**src/rtl/dma_pkg.sv**
```systemverilog
// Shared types for the ROM-to-RAM DMA controller: FSM states and the latched descriptor.
// Descriptor field widths follow the default DEPTH; keep dma_ctrl's DEPTH in step with DMA_DEPTH.
package dma_pkg;
  localparam int DMA_DATA_WIDTH = 8;
  localparam int DMA_DEPTH      = 16;
  localparam int DMA_NUM_CH     = 2;
  localparam int DMA_ADDR_WIDTH = $clog2(DMA_DEPTH);
  localparam int DMA_LEN_WIDTH  = DMA_ADDR_WIDTH + 1;

  typedef enum logic [1:0] {
    IDLE,
    RUN,
    FLUSH,
    DONE
  } dma_state_e;

  typedef struct packed {
    logic [DMA_ADDR_WIDTH-1:0] src;
    logic [DMA_ADDR_WIDTH-1:0] dst;
    logic [DMA_LEN_WIDTH-1:0]  len;
  } dma_desc_t;
endpackage

```
**src/rtl/dma_ctrl_if.sv**
```systemverilog
// Requester, completion and ROM/RAM signals of dma_ctrl; master is the controller side.
interface dma_ctrl_if #(
  parameter int DATA_WIDTH = 8,
  parameter int DEPTH      = 16,
  parameter int NUM_CH     = 2
);
  localparam int ADDR_WIDTH = $clog2(DEPTH);
  localparam int LEN_WIDTH  = ADDR_WIDTH + 1;
  localparam int IDX_WIDTH  = $clog2(NUM_CH);

  logic [NUM_CH-1:0]                 req;
  logic [NUM_CH-1:0][ADDR_WIDTH-1:0] src_addr;
  logic [NUM_CH-1:0][ADDR_WIDTH-1:0] dst_addr;
  logic [NUM_CH-1:0][LEN_WIDTH-1:0]  len;
  logic [NUM_CH-1:0]                 done;
  logic                              busy;
  logic [IDX_WIDTH-1:0]              grant_id;
  logic                              rom_en;
  logic [ADDR_WIDTH-1:0]             rom_addr;
  logic [DATA_WIDTH-1:0]             rom_data;
  logic                              ram_wea;
  logic [ADDR_WIDTH-1:0]             ram_addr;
  logic [DATA_WIDTH-1:0]             ram_data;

  modport master (
    input  req, src_addr, dst_addr, len, rom_data,
    output done, busy, grant_id, rom_en, rom_addr, ram_wea, ram_addr, ram_data
  );

  modport slave (
    output req, src_addr, dst_addr, len, rom_data,
    input  done, busy, grant_id, rom_en, rom_addr, ram_wea, ram_addr, ram_data
  );
endinterface

```
**src/rtl/dma_ctrl_rr_arbiter.sv**
```systemverilog
// Combinational round-robin pick: first requester at or after (last_i+1) mod NUM_CH.
module rr_arbiter #(
  parameter  int NUM_CH    = 2,
  localparam int IDX_WIDTH = $clog2(NUM_CH)
) (
  input  logic [NUM_CH-1:0]    req_i,
  input  logic [IDX_WIDTH-1:0] last_i,
  output logic                 grant_vld_o,
  output logic [IDX_WIDTH-1:0] grant_idx_o
);
  logic [IDX_WIDTH-1:0] cand;

  always_comb begin
    grant_vld_o = 1'b0;
    grant_idx_o = '0;
    cand        = '0;
    // Scan farthest-to-nearest so the nearest requester after last_i wins.
    for (int off = NUM_CH; off >= 1; off--) begin
      cand = IDX_WIDTH'((int'(last_i) + off) % NUM_CH);
      if (req_i[cand]) begin
        grant_vld_o = 1'b1;
        grant_idx_o = cand;
      end
    end
  end
endmodule

```
**src/rtl/dma_ctrl.sv**
```systemverilog
// Round-robin multi-channel ROM-to-RAM block copier; one read per RUN cycle, writes trail by one.
// len=N finishes with done N+2 cycles after the grant edge (1 cycle for len=0).
module dma_ctrl
  import dma_pkg::*;
#(
  parameter int DATA_WIDTH = DMA_DATA_WIDTH,
  parameter int DEPTH      = DMA_DEPTH,
  parameter int NUM_CH     = DMA_NUM_CH
) (
  input  logic       clk,
  input  logic       reset,
  dma_ctrl_if.master bus
);
  localparam int ADDR_WIDTH = $clog2(DEPTH);
  localparam int LEN_WIDTH  = ADDR_WIDTH + 1;
  localparam int IDX_WIDTH  = $clog2(NUM_CH);

  dma_state_e             state_q, state_d;
  dma_desc_t              desc_q, desc_d;
  logic [IDX_WIDTH-1:0]   grant_q, grant_d;
  logic [IDX_WIDTH-1:0]   last_q, last_d;
  logic [LEN_WIDTH-1:0]   rd_cnt_q, rd_cnt_d;
  logic [ADDR_WIDTH-1:0]  wr_addr_q, wr_addr_d;
  logic                   rd_vld_q;
  logic                   arb_vld;
  logic [IDX_WIDTH-1:0]   arb_idx;
  logic                   rom_en_w;
  logic [ADDR_WIDTH-1:0]  rom_addr_w;
  logic [NUM_CH-1:0]      done_w;
  logic [DATA_WIDTH-1:0]  wr_dat;

  rr_arbiter #(.NUM_CH(NUM_CH)) u_arb (
    .req_i       (bus.req),
    .last_i      (last_q),
    .grant_vld_o (arb_vld),
    .grant_idx_o (arb_idx)
  );

  always_ff @(posedge clk) begin
    if (reset) begin
      state_q   <= IDLE;
      desc_q    <= '0;
      grant_q   <= '0;
      last_q    <= IDX_WIDTH'(NUM_CH - 1);
      rd_cnt_q  <= '0;
      wr_addr_q <= '0;
      rd_vld_q  <= 1'b0;
    end else begin
      state_q   <= state_d;
      desc_q    <= desc_d;
      grant_q   <= grant_d;
      last_q    <= last_d;
      rd_cnt_q  <= rd_cnt_d;
      wr_addr_q <= wr_addr_d;
      rd_vld_q  <= rom_en_w;
    end
  end

  always_comb begin
    state_d    = state_q;
    desc_d     = desc_q;
    grant_d    = grant_q;
    last_d     = last_q;
    rd_cnt_d   = rd_cnt_q;
    wr_addr_d  = wr_addr_q;
    rom_en_w   = 1'b0;
    rom_addr_w = '0;
    done_w     = '0;

    if (rd_vld_q) begin
      wr_addr_d = ADDR_WIDTH'((int'(wr_addr_q) + 1) % DEPTH);
    end

    unique case (state_q)
      IDLE: begin
        if (arb_vld) begin
          grant_d     = arb_idx;
          last_d      = arb_idx;
          desc_d.src  = bus.src_addr[arb_idx];
          desc_d.dst  = bus.dst_addr[arb_idx];
          desc_d.len  = bus.len[arb_idx];
          rd_cnt_d    = '0;
          state_d     = (bus.len[arb_idx] != '0) ? RUN : DONE;
        end
      end
      RUN: begin
        rom_en_w   = 1'b1;
        rom_addr_w = ADDR_WIDTH'((int'(desc_q.src) + int'(rd_cnt_q)) % DEPTH);
        // First RUN cycle: no write is pending yet, so seed the write pointer.
        if (rd_cnt_q == '0) begin
          wr_addr_d = desc_q.dst;
        end
        rd_cnt_d = rd_cnt_q + 1'b1;
        if (rd_cnt_d == desc_q.len) begin
          state_d = FLUSH;
        end
      end
      FLUSH: begin
        state_d = DONE;
      end
      DONE: begin
        done_w[grant_q] = 1'b1;
        state_d         = IDLE;
      end
      default: begin
        state_d = IDLE;
      end
    endcase
  end

  assign wr_dat       = bus.rom_data;
  assign bus.ram_data = wr_dat;
  assign bus.ram_wea  = rd_vld_q;
  assign bus.ram_addr = wr_addr_q;
  assign bus.rom_en   = rom_en_w;
  assign bus.rom_addr = rom_addr_w;
  assign bus.done     = done_w;
  assign bus.busy     = (state_q != IDLE);
  assign bus.grant_id = grant_q;
endmodule

```
**src/flat_wrapper.sv**
```systemverilog
// flat-port wrapper written by rule: the top's interface ports become plain ports
module dma_ctrl_flat import dma_pkg::*;
#(
  parameter int DATA_WIDTH = DMA_DATA_WIDTH,
  parameter int DEPTH      = DMA_DEPTH,
  parameter int NUM_CH     = DMA_NUM_CH
)
  (clk, reset, bus_req, bus_src_addr, bus_dst_addr, bus_len, bus_rom_data, bus_done, bus_busy, bus_grant_id, bus_rom_en, bus_rom_addr, bus_ram_wea, bus_ram_addr, bus_ram_data);
  dma_ctrl_if #(.DATA_WIDTH(DATA_WIDTH), .DEPTH(DEPTH), .NUM_CH(NUM_CH)) bus_i ();
  input  logic clk;
  input  logic reset;
  input wire logic [$bits(bus_i.req)-1:0] bus_req;
  input wire logic [$bits(bus_i.src_addr)-1:0] bus_src_addr;
  input wire logic [$bits(bus_i.dst_addr)-1:0] bus_dst_addr;
  input wire logic [$bits(bus_i.len)-1:0] bus_len;
  input wire logic [$bits(bus_i.rom_data)-1:0] bus_rom_data;
  output wire logic [$bits(bus_i.done)-1:0] bus_done;
  output wire logic [$bits(bus_i.busy)-1:0] bus_busy;
  output wire logic [$bits(bus_i.grant_id)-1:0] bus_grant_id;
  output wire logic [$bits(bus_i.rom_en)-1:0] bus_rom_en;
  output wire logic [$bits(bus_i.rom_addr)-1:0] bus_rom_addr;
  output wire logic [$bits(bus_i.ram_wea)-1:0] bus_ram_wea;
  output wire logic [$bits(bus_i.ram_addr)-1:0] bus_ram_addr;
  output wire logic [$bits(bus_i.ram_data)-1:0] bus_ram_data;
  assign bus_i.req = bus_req;
  assign bus_i.src_addr = bus_src_addr;
  assign bus_i.dst_addr = bus_dst_addr;
  assign bus_i.len = bus_len;
  assign bus_i.rom_data = bus_rom_data;
  assign bus_done = bus_i.done;
  assign bus_busy = bus_i.busy;
  assign bus_grant_id = bus_i.grant_id;
  assign bus_rom_en = bus_i.rom_en;
  assign bus_rom_addr = bus_i.rom_addr;
  assign bus_ram_wea = bus_i.ram_wea;
  assign bus_ram_addr = bus_i.ram_addr;
  assign bus_ram_data = bus_i.ram_data;
  dma_ctrl #(.DATA_WIDTH(DATA_WIDTH), .DEPTH(DEPTH), .NUM_CH(NUM_CH)) u_core (.clk(clk), .reset(reset), .bus(bus_i));
endmodule
```
**config.mk**
```make
export PLATFORM = sky130hd
export DESIGN_NAME = dma_ctrl_flat
export DESIGN_NICKNAME = d
export VERILOG_FILES = /design/src/rtl/dma_pkg.sv /design/src/rtl/dma_ctrl_if.sv /design/src/rtl/dma_ctrl_rr_arbiter.sv /design/src/rtl/dma_ctrl.sv /design/src/flat_wrapper.sv
export SDC_FILE = /design/constraint.sdc
export NUM_CORES = 1
export LEC_CHECK = 0
export CAP_MARGIN = 10
export CORE_MARGIN = 2
export CORE_UTILIZATION = 35
export CTS_CLUSTER_DIAMETER = 60
export CTS_CLUSTER_SIZE = 16
export DETAILED_ROUTE_END_ITERATION = 16
export PLACE_DENSITY = 0.65
export SYNTH_ARGS = -nofsm -noshare
export SYNTH_HDL_FRONTEND = slang
export SYNTH_SLANG_ARGS = --single-unit
```
**constraint.sdc**
```tcl
create_clock -name clk -period 2.59 [get_ports clk]
set_clock_uncertainty 0.1 [all_clocks]
set_input_delay 0.777 -clock clk [delete_from_list [all_inputs] [get_ports clk]]
set_output_delay 0.777 -clock clk [all_outputs]
set_load 0.01 [all_outputs]
```
==> Word level (Yosys, flattened, before mapping) <==
Index checks and enable logic that the tools add are counted.
W data, S select, Z words.
{ "totals": {"register_bits": 27, "latchBits": 0, "ram_bits": 0, "rom_bits": 0, "output_inout_bits": 22, "memories": 0} }
{ "op_classes": {"addsub": 5, "n_mul": 0, "div_mod_pow": 0, "order_cmp": 5, "n_eq_ne": 6, "shifts": 0, "n_mux": 28, "bitwise": 0, "n_reduce_logical": 9} }
{ "ops": {"columns": ["op", "n"], "rows": [
  ["$mux W4", 8],
  ["$mux W5", 3],
  ["$mux W1", 10],
  ["$pmux W5 S2", 1],
  ["$lt A1 B2 Y1 const B", 4],
  ["$mux W2", 4],
  ["$pmux W2 S4", 1],
  ["$reduce_and A2 Y1", 3],
  ["$add A5 B1 Y5 const B", 1],
  ["$eq A5 B5 Y1", 1],
  ["$logic_not A5 Y1", 1],
  ["$reduce_bool A5 Y1", 1],
  ["$add A4 B1 Y4 const B", 1],
  ["$add A4 B4 Y4", 1],
  ["$eq A2 B2 Y1 const B", 2],
  ["$ne A2 B1 Y1 const B", 2],
  ["$reduce_bool A2 Y1", 2],
  ["$add A1 B1 Y1 const B", 2],
  ["$eq A2 B1 Y1 const B", 1],
  ["$logic_not A2 Y1", 1],
  ["$demux W1 S1", 1],
  ["$ge A1 B1 Y1 const B", 1],
  ["$logic_and A1 B1 Y1", 1]
]} }

==> Logic depth before layout (Yosys ltp) <==
{ "depth": {"ltp_word": 11, "depth_mapped": 8, "ltp_nobuf": 7} }

==> Hierarchy <==
Synthesis repeated with hierarchy kept, for this count alone.
{ "unflattened": {"cells_unflattened": 192, "hier_area_um2": 1652.8} }
{ "by_module_without_submodules": {"columns": ["module", "instances", "cells_per_inst", "area_each_um2"], "rows": [
  ["dma_ctrl", 1, 190, 1639.1],
  ["rr_arbiter", 1, 2, 13.8]
]} }

==> Worst setup path after synthesis <==
No wires, ideal clock.
{ "synth_path": {"path_kind": "flip-flop to output port", "start": "reg u_core.rd_cnt_q[0]", "end": "out bus_rom_addr[2]", "arrival_time_ns": 1.336, "required_time_ns": 1.713, "slack_ns": 0.377, "path_stages_with_launch": 5, "path_cell_list": "dfxtp_1 > ha_1 > fa_1 > xor2_1 > and2_1"} }
{ "synth_via": {"elab_chain_len": 2} }
{ "synth_rtl": {"columns": ["element", "line", "source"], "rows": [
  ["start, declared", "dma_ctrl.sv:22", "logic [LEN_WIDTH-1:0] rd_cnt_q, rd_cnt_d;"],
  ["start signal, assigned", "dma_ctrl.sv:53", "rd_cnt_q <= rd_cnt_d;"],
  ["$add A4 B4 Y4", "dma_ctrl.sv:88", "rom_addr_w = ADDR_WIDTH'((int'(desc_q.src) + int'(rd_cnt_q)) % DEPTH);"],
  ["$mux W4", "dma_ctrl.sv:74", "unique case (state_q)"],
  ["end, declared", "flat_wrapper.sv:21", "output wire logic [$bits(bus_i.rom_addr)-1:0] bus_rom_addr;"]
]} }
Every way passes these cells.

==> Final worst setup path <==
{ "layout_path": {"start": "reg u_core.rd_cnt_q[1]", "end": "out bus_rom_addr[3]"} }
The elaborated chain is that of the path after synthesis.

==> flow_metrics.env <==
export IMPL_clock_path_buffers=2
export IMPL_worstSetupEndpoint="bus_rom_addr[3]"
export IMPL_cts_setup_buffers=0
export IMPL_yosysWarnings=0
export IMPL_drtIter0Drc=31
export IMPL_max_cap_violations=0
export IMPL_clock_sinks=27
export IMPL_min_period_ns=2.550
export IMPL_irDropWorstVdd_mv=0.3376
export IMPL_ys_seq_area_frac=0.3273
export IMPL_numCtsBuffers=3
export IMPL_synth_async_sr_flop_share=0
export IMPL_report_final_slew_viol_count=0
export IMPL_critPathKind="flip-flop to output pin"
export IMPL_reg2reg_from="u_core.rd_cnt_q[0]"
export IMPL_cp_end_kind="output pin"
export IMPL_grt_pass1_wl_mm=6.313
export IMPL_yosysUniqueCellTypes=39
export IMPL_n_antenna_cell=0
export IMPL_leakage_nw=0.9069
export IMPL_syn_area_per_cell_um2=8.557
export IMPL_p_per_area_nw_per_um2=822.4
export IMPL_p_int_w=0.001139
export IMPL_required_ns=1.71
export IMPL_grt_antenna_before_repair=0
export IMPL_ys_ff_latch=27
export IMPL_rsz0062_at_grt="true"
export IMPL_rows=24
export IMPL_crit_cells=6
export IMPL_timing_critical_path_slowest_cell_delay_ns=0.33
export IMPL_area_growth_pct=35.23
export IMPL_clkLatencyLatePin_ns=0.27
export IMPL_cp_cell_sequence="ha_1 -> a21o_1 -> a21oi_2 -> xnor2_1 -> and2_1 -> clkdlybuf4s15_2"
export IMPL_via_per_inst=4.930
export IMPL_path_clk_slew_ns=0.09
export IMPL_synth_area_um2=1652
export IMPL_reg2reg_slack_ns=0.50
export IMPL_critPathTopFamily="flip-flops"
export IMPL_outcome="complete, no violations"
export IMPL_hpwl_mm=2.812
export IMPL_portBuffers=43
export IMPL_cts_root_buf="clkbuf_8"
export IMPL_rr_endpoint="u_core.state_q[0]"
export IMPL_syn_inst=193
export IMPL_slew_headroom=0.7000
export IMPL_fin_cells=287
export IMPL_first_global_vias=1383
export IMPL_postRouteAntennaNets=0
export IMPL_crit_arrival_ns=1.67
export IMPL_finalHoldViolations=0
export IMPL_seqPwrFrac=0.352
export IMPL_wl_mm=3.556
export IMPL_max_freq_mhz=392.1
export IMPL_cts_tree="built"
export IMPL_wl_per_cell_um=12.39
export IMPL_cts_max_level=1
export IMPL_path_buf_inv=1
export IMPL_die_x_um=72.70
export IMPL_switching_share=0.3798
export IMPL_drive_gt1_frac=0.1489
export IMPL_synth_net_count=243
export IMPL_firstDrtPassIters=4
export IMPL_synth_edf_count=0
export IMPL_worstPathMaxFanout=2
export IMPL_setup_viol=0
export IMPL_grt_max_degree=27
export IMPL_clock_power_share=0.131
export IMPL_placeableCoreArea_um2=4444
export IMPL_crit_path_top_delay_cell="dfxtp_2"
export IMPL_start_util=0.3716
export IMPL_ioPinCount=60
export IMPL_final_area_um2=2233
export IMPL_hp_class="flip-flop to flip-flop"
export IMPL_fin_nets=286
export IMPL_synth_main_ff_cell="dfxtp_1"
export IMPL_drc=0
export IMPL_grt_util_all_layers=0.1509
export IMPL_grt_ovfl_total=0
export IMPL_crit_start="u_core.rd_cnt_q[1]"
export IMPL_setup_worst_path_start_class="flip-flop"
export IMPL_fin_crit_sh=0.9846
export IMPL_placed_area_um2=2156
export IMPL_worst_pin_slew_ns=0.4486
export IMPL_chipHeight_um=72.70
export IMPL_fin_util=0.5025
export IMPL_die_area_um2=5285
export IMPL_via_count=1415
export IMPL_power_share_combinational=0.517
export IMPL_dp_cells=283
export IMPL_p_sw_w=0.0006976
export IMPL_r2r_cells=7
export IMPL_finalSetupTns_ns=0
export IMPL_gp_congestion=0.8012
through the flow:
| stage | total power (W) | worst slack (ns) | hold slack (ns) |
|---|---|---|---|
| floorplan | 0.001203 | 0.3765 | 0.3551 |
| global placement | 0.001562 | -0.06315 | 0.3666 |
| detailed placement | 0.001577 | -0.08780 | 0.3808 |
| CTS | 0.001829 | 0.001344 | 0.4044 |
| global route | 0.001992 | -0.03923 | 0.4264 |
| finish | 0.001837 | 0.03986 | 0.4012 |
layout make-up:
| class | instances | area, um^2 |
|---|---|---|
| fill | 433 | 2211 |
| multi-input combinational | 141 | 1017 |
| sequential | 27 | 546.8 |
| timing repair buffer | 56 | 531.8 |
| tap | 52 | 65.06 |
| clock buffer | 3 | 41.29 |
| inverter | 7 | 26.28 |
| clock inverter | 1 | 5.005 |
power groups by stage:
stage	logic (W)	clock network [W]	registers, W
2_1_floorplan	0.000569	0	0.000635
3_3_place_gp	0.000925	0	0.000637
3_5_place_dp	0.000933	0	0.000644
4_1_cts	0.000940	0.000247	0.000642
5_1_grt	0.00106	0.000264	0.000666
6_report	0.000949	0.000240	0.000647
sequential cells by signal, indices dropped and copies added, names as in the netlist:
signal               count
u_core.bus.ram_wea       1
u_core.last_q            1
u_core.bus.ram_addr      4
u_core.bus.grant_id      1
u_core.state_q           2
u_core.rd_cnt_q          5
u_core.desc_q           13
logic make-up after synthesis:
logic type	count (synthesis)	share of synthesized area
AOI/OAI and AO/OA	41	0.1735
and+or+nand+nor	62	0.1780
buffers and inverters	25	0.07728
DFF	27	0.3273
xor gates and xnor gates	12	0.06364
muxes	14	0.08485
adders and majority gates	12	0.09545
cells in the final DEF (no fill, tap or decap), types with 3 or more instances in the layout:
| master | n |
|---|---|
| clkbuf_8 | 3 |
| a21oi_1 | 8 |
| xnor2_1 | 6 |
| nand2b_1 | 3 |
| buf_4 | 12 |
| nand3_1 | 6 |
| dfxtp_2 | 5 |
| o21ai_0 | 5 |
| xor2_1 | 6 |
| ha_1 | 8 |
| a22oi_1 | 3 |
| inv_1 | 7 |
| and2_1 | 5 |
| clkdlybuf4s50_1 | 40 |
| a211oi_1 | 13 |
| nand2_1 | 5 |
| dfxtp_1 | 22 |
| nor2_1 | 31 |
| mux2i_1 | 14 |
synthesized netlist by cell type, drive strengths merged (2+ instances only):
cell | count | area share
o21ai | 5 | 0.015
dfxtp | 27 | 0.33
nor2 | 31 | 0.070
nor3 | 2 | 0.0061
nand3 | 6 | 0.018
a21oi | 10 | 0.033
a22oi | 3 | 0.014
nand2 | 5 | 0.011
inv | 7 | 0.016
xnor2 | 6 | 0.032
mux2i | 14 | 0.085
and2 | 5 | 0.019
buf | 11 | 0.045
ha | 11 | 0.083
a211oi | 13 | 0.059
xor2 | 6 | 0.032
nor2b | 2 | 0.0076
a21o | 2 | 0.0091
clkbuf | 7 | 0.016
nand2b | 3 | 0.011
worst min-delay path by stage:
stage | startpoint | end | slack (ns) | cells after the start
final | u_core.desc_q[5] | u_core.bus.ram_addr[0] | 0.40 | 2
after detailed placement | u_core.desc_q[5] | u_core.bus.ram_addr[0] | 0.38 | 2
after global placement | u_core.desc_q[5] | u_core.bus.ram_addr[0] | 0.37 | 2
after floorplan | u_core.desc_q[6] | u_core.bus.ram_addr[1] | 0.36 | 2
after CTS | u_core.desc_q[5] | u_core.bus.ram_addr[0] | 0.40 | 2
after global routing | u_core.desc_q[5] | u_core.bus.ram_addr[0] | 0.43 | 2
worst reg2reg max path: stages (launching register included):
cell and delay [ns]:
dfxtp_2 0.35, buf_4 0.15, ha_1 0.26, and3b_1 0.19, o221a_2 0.28, o2111ai_1 0.38
a2bb2o_1 0.21, a21oi_1 0.06
per-layer routing:
layer,vias up,track usage,share of wire,routed length (um)
met5,-,0,0,0
met4,0,0.06379,0.018,64
met3,5,0.01934,0.027,96
met2,31,0.2263,0.43,1526
met1,634,0.2175,0.53,1868
li1,745,-,-,-
repair_timing:
action                     in CTS  in global routing
gates cloned                    0                  0
hold buffers                    0                  0
setup endpoints to repair       4                  4
resized for setup              16                  7
No activity file was read; power rests on OpenSTA's default activity.
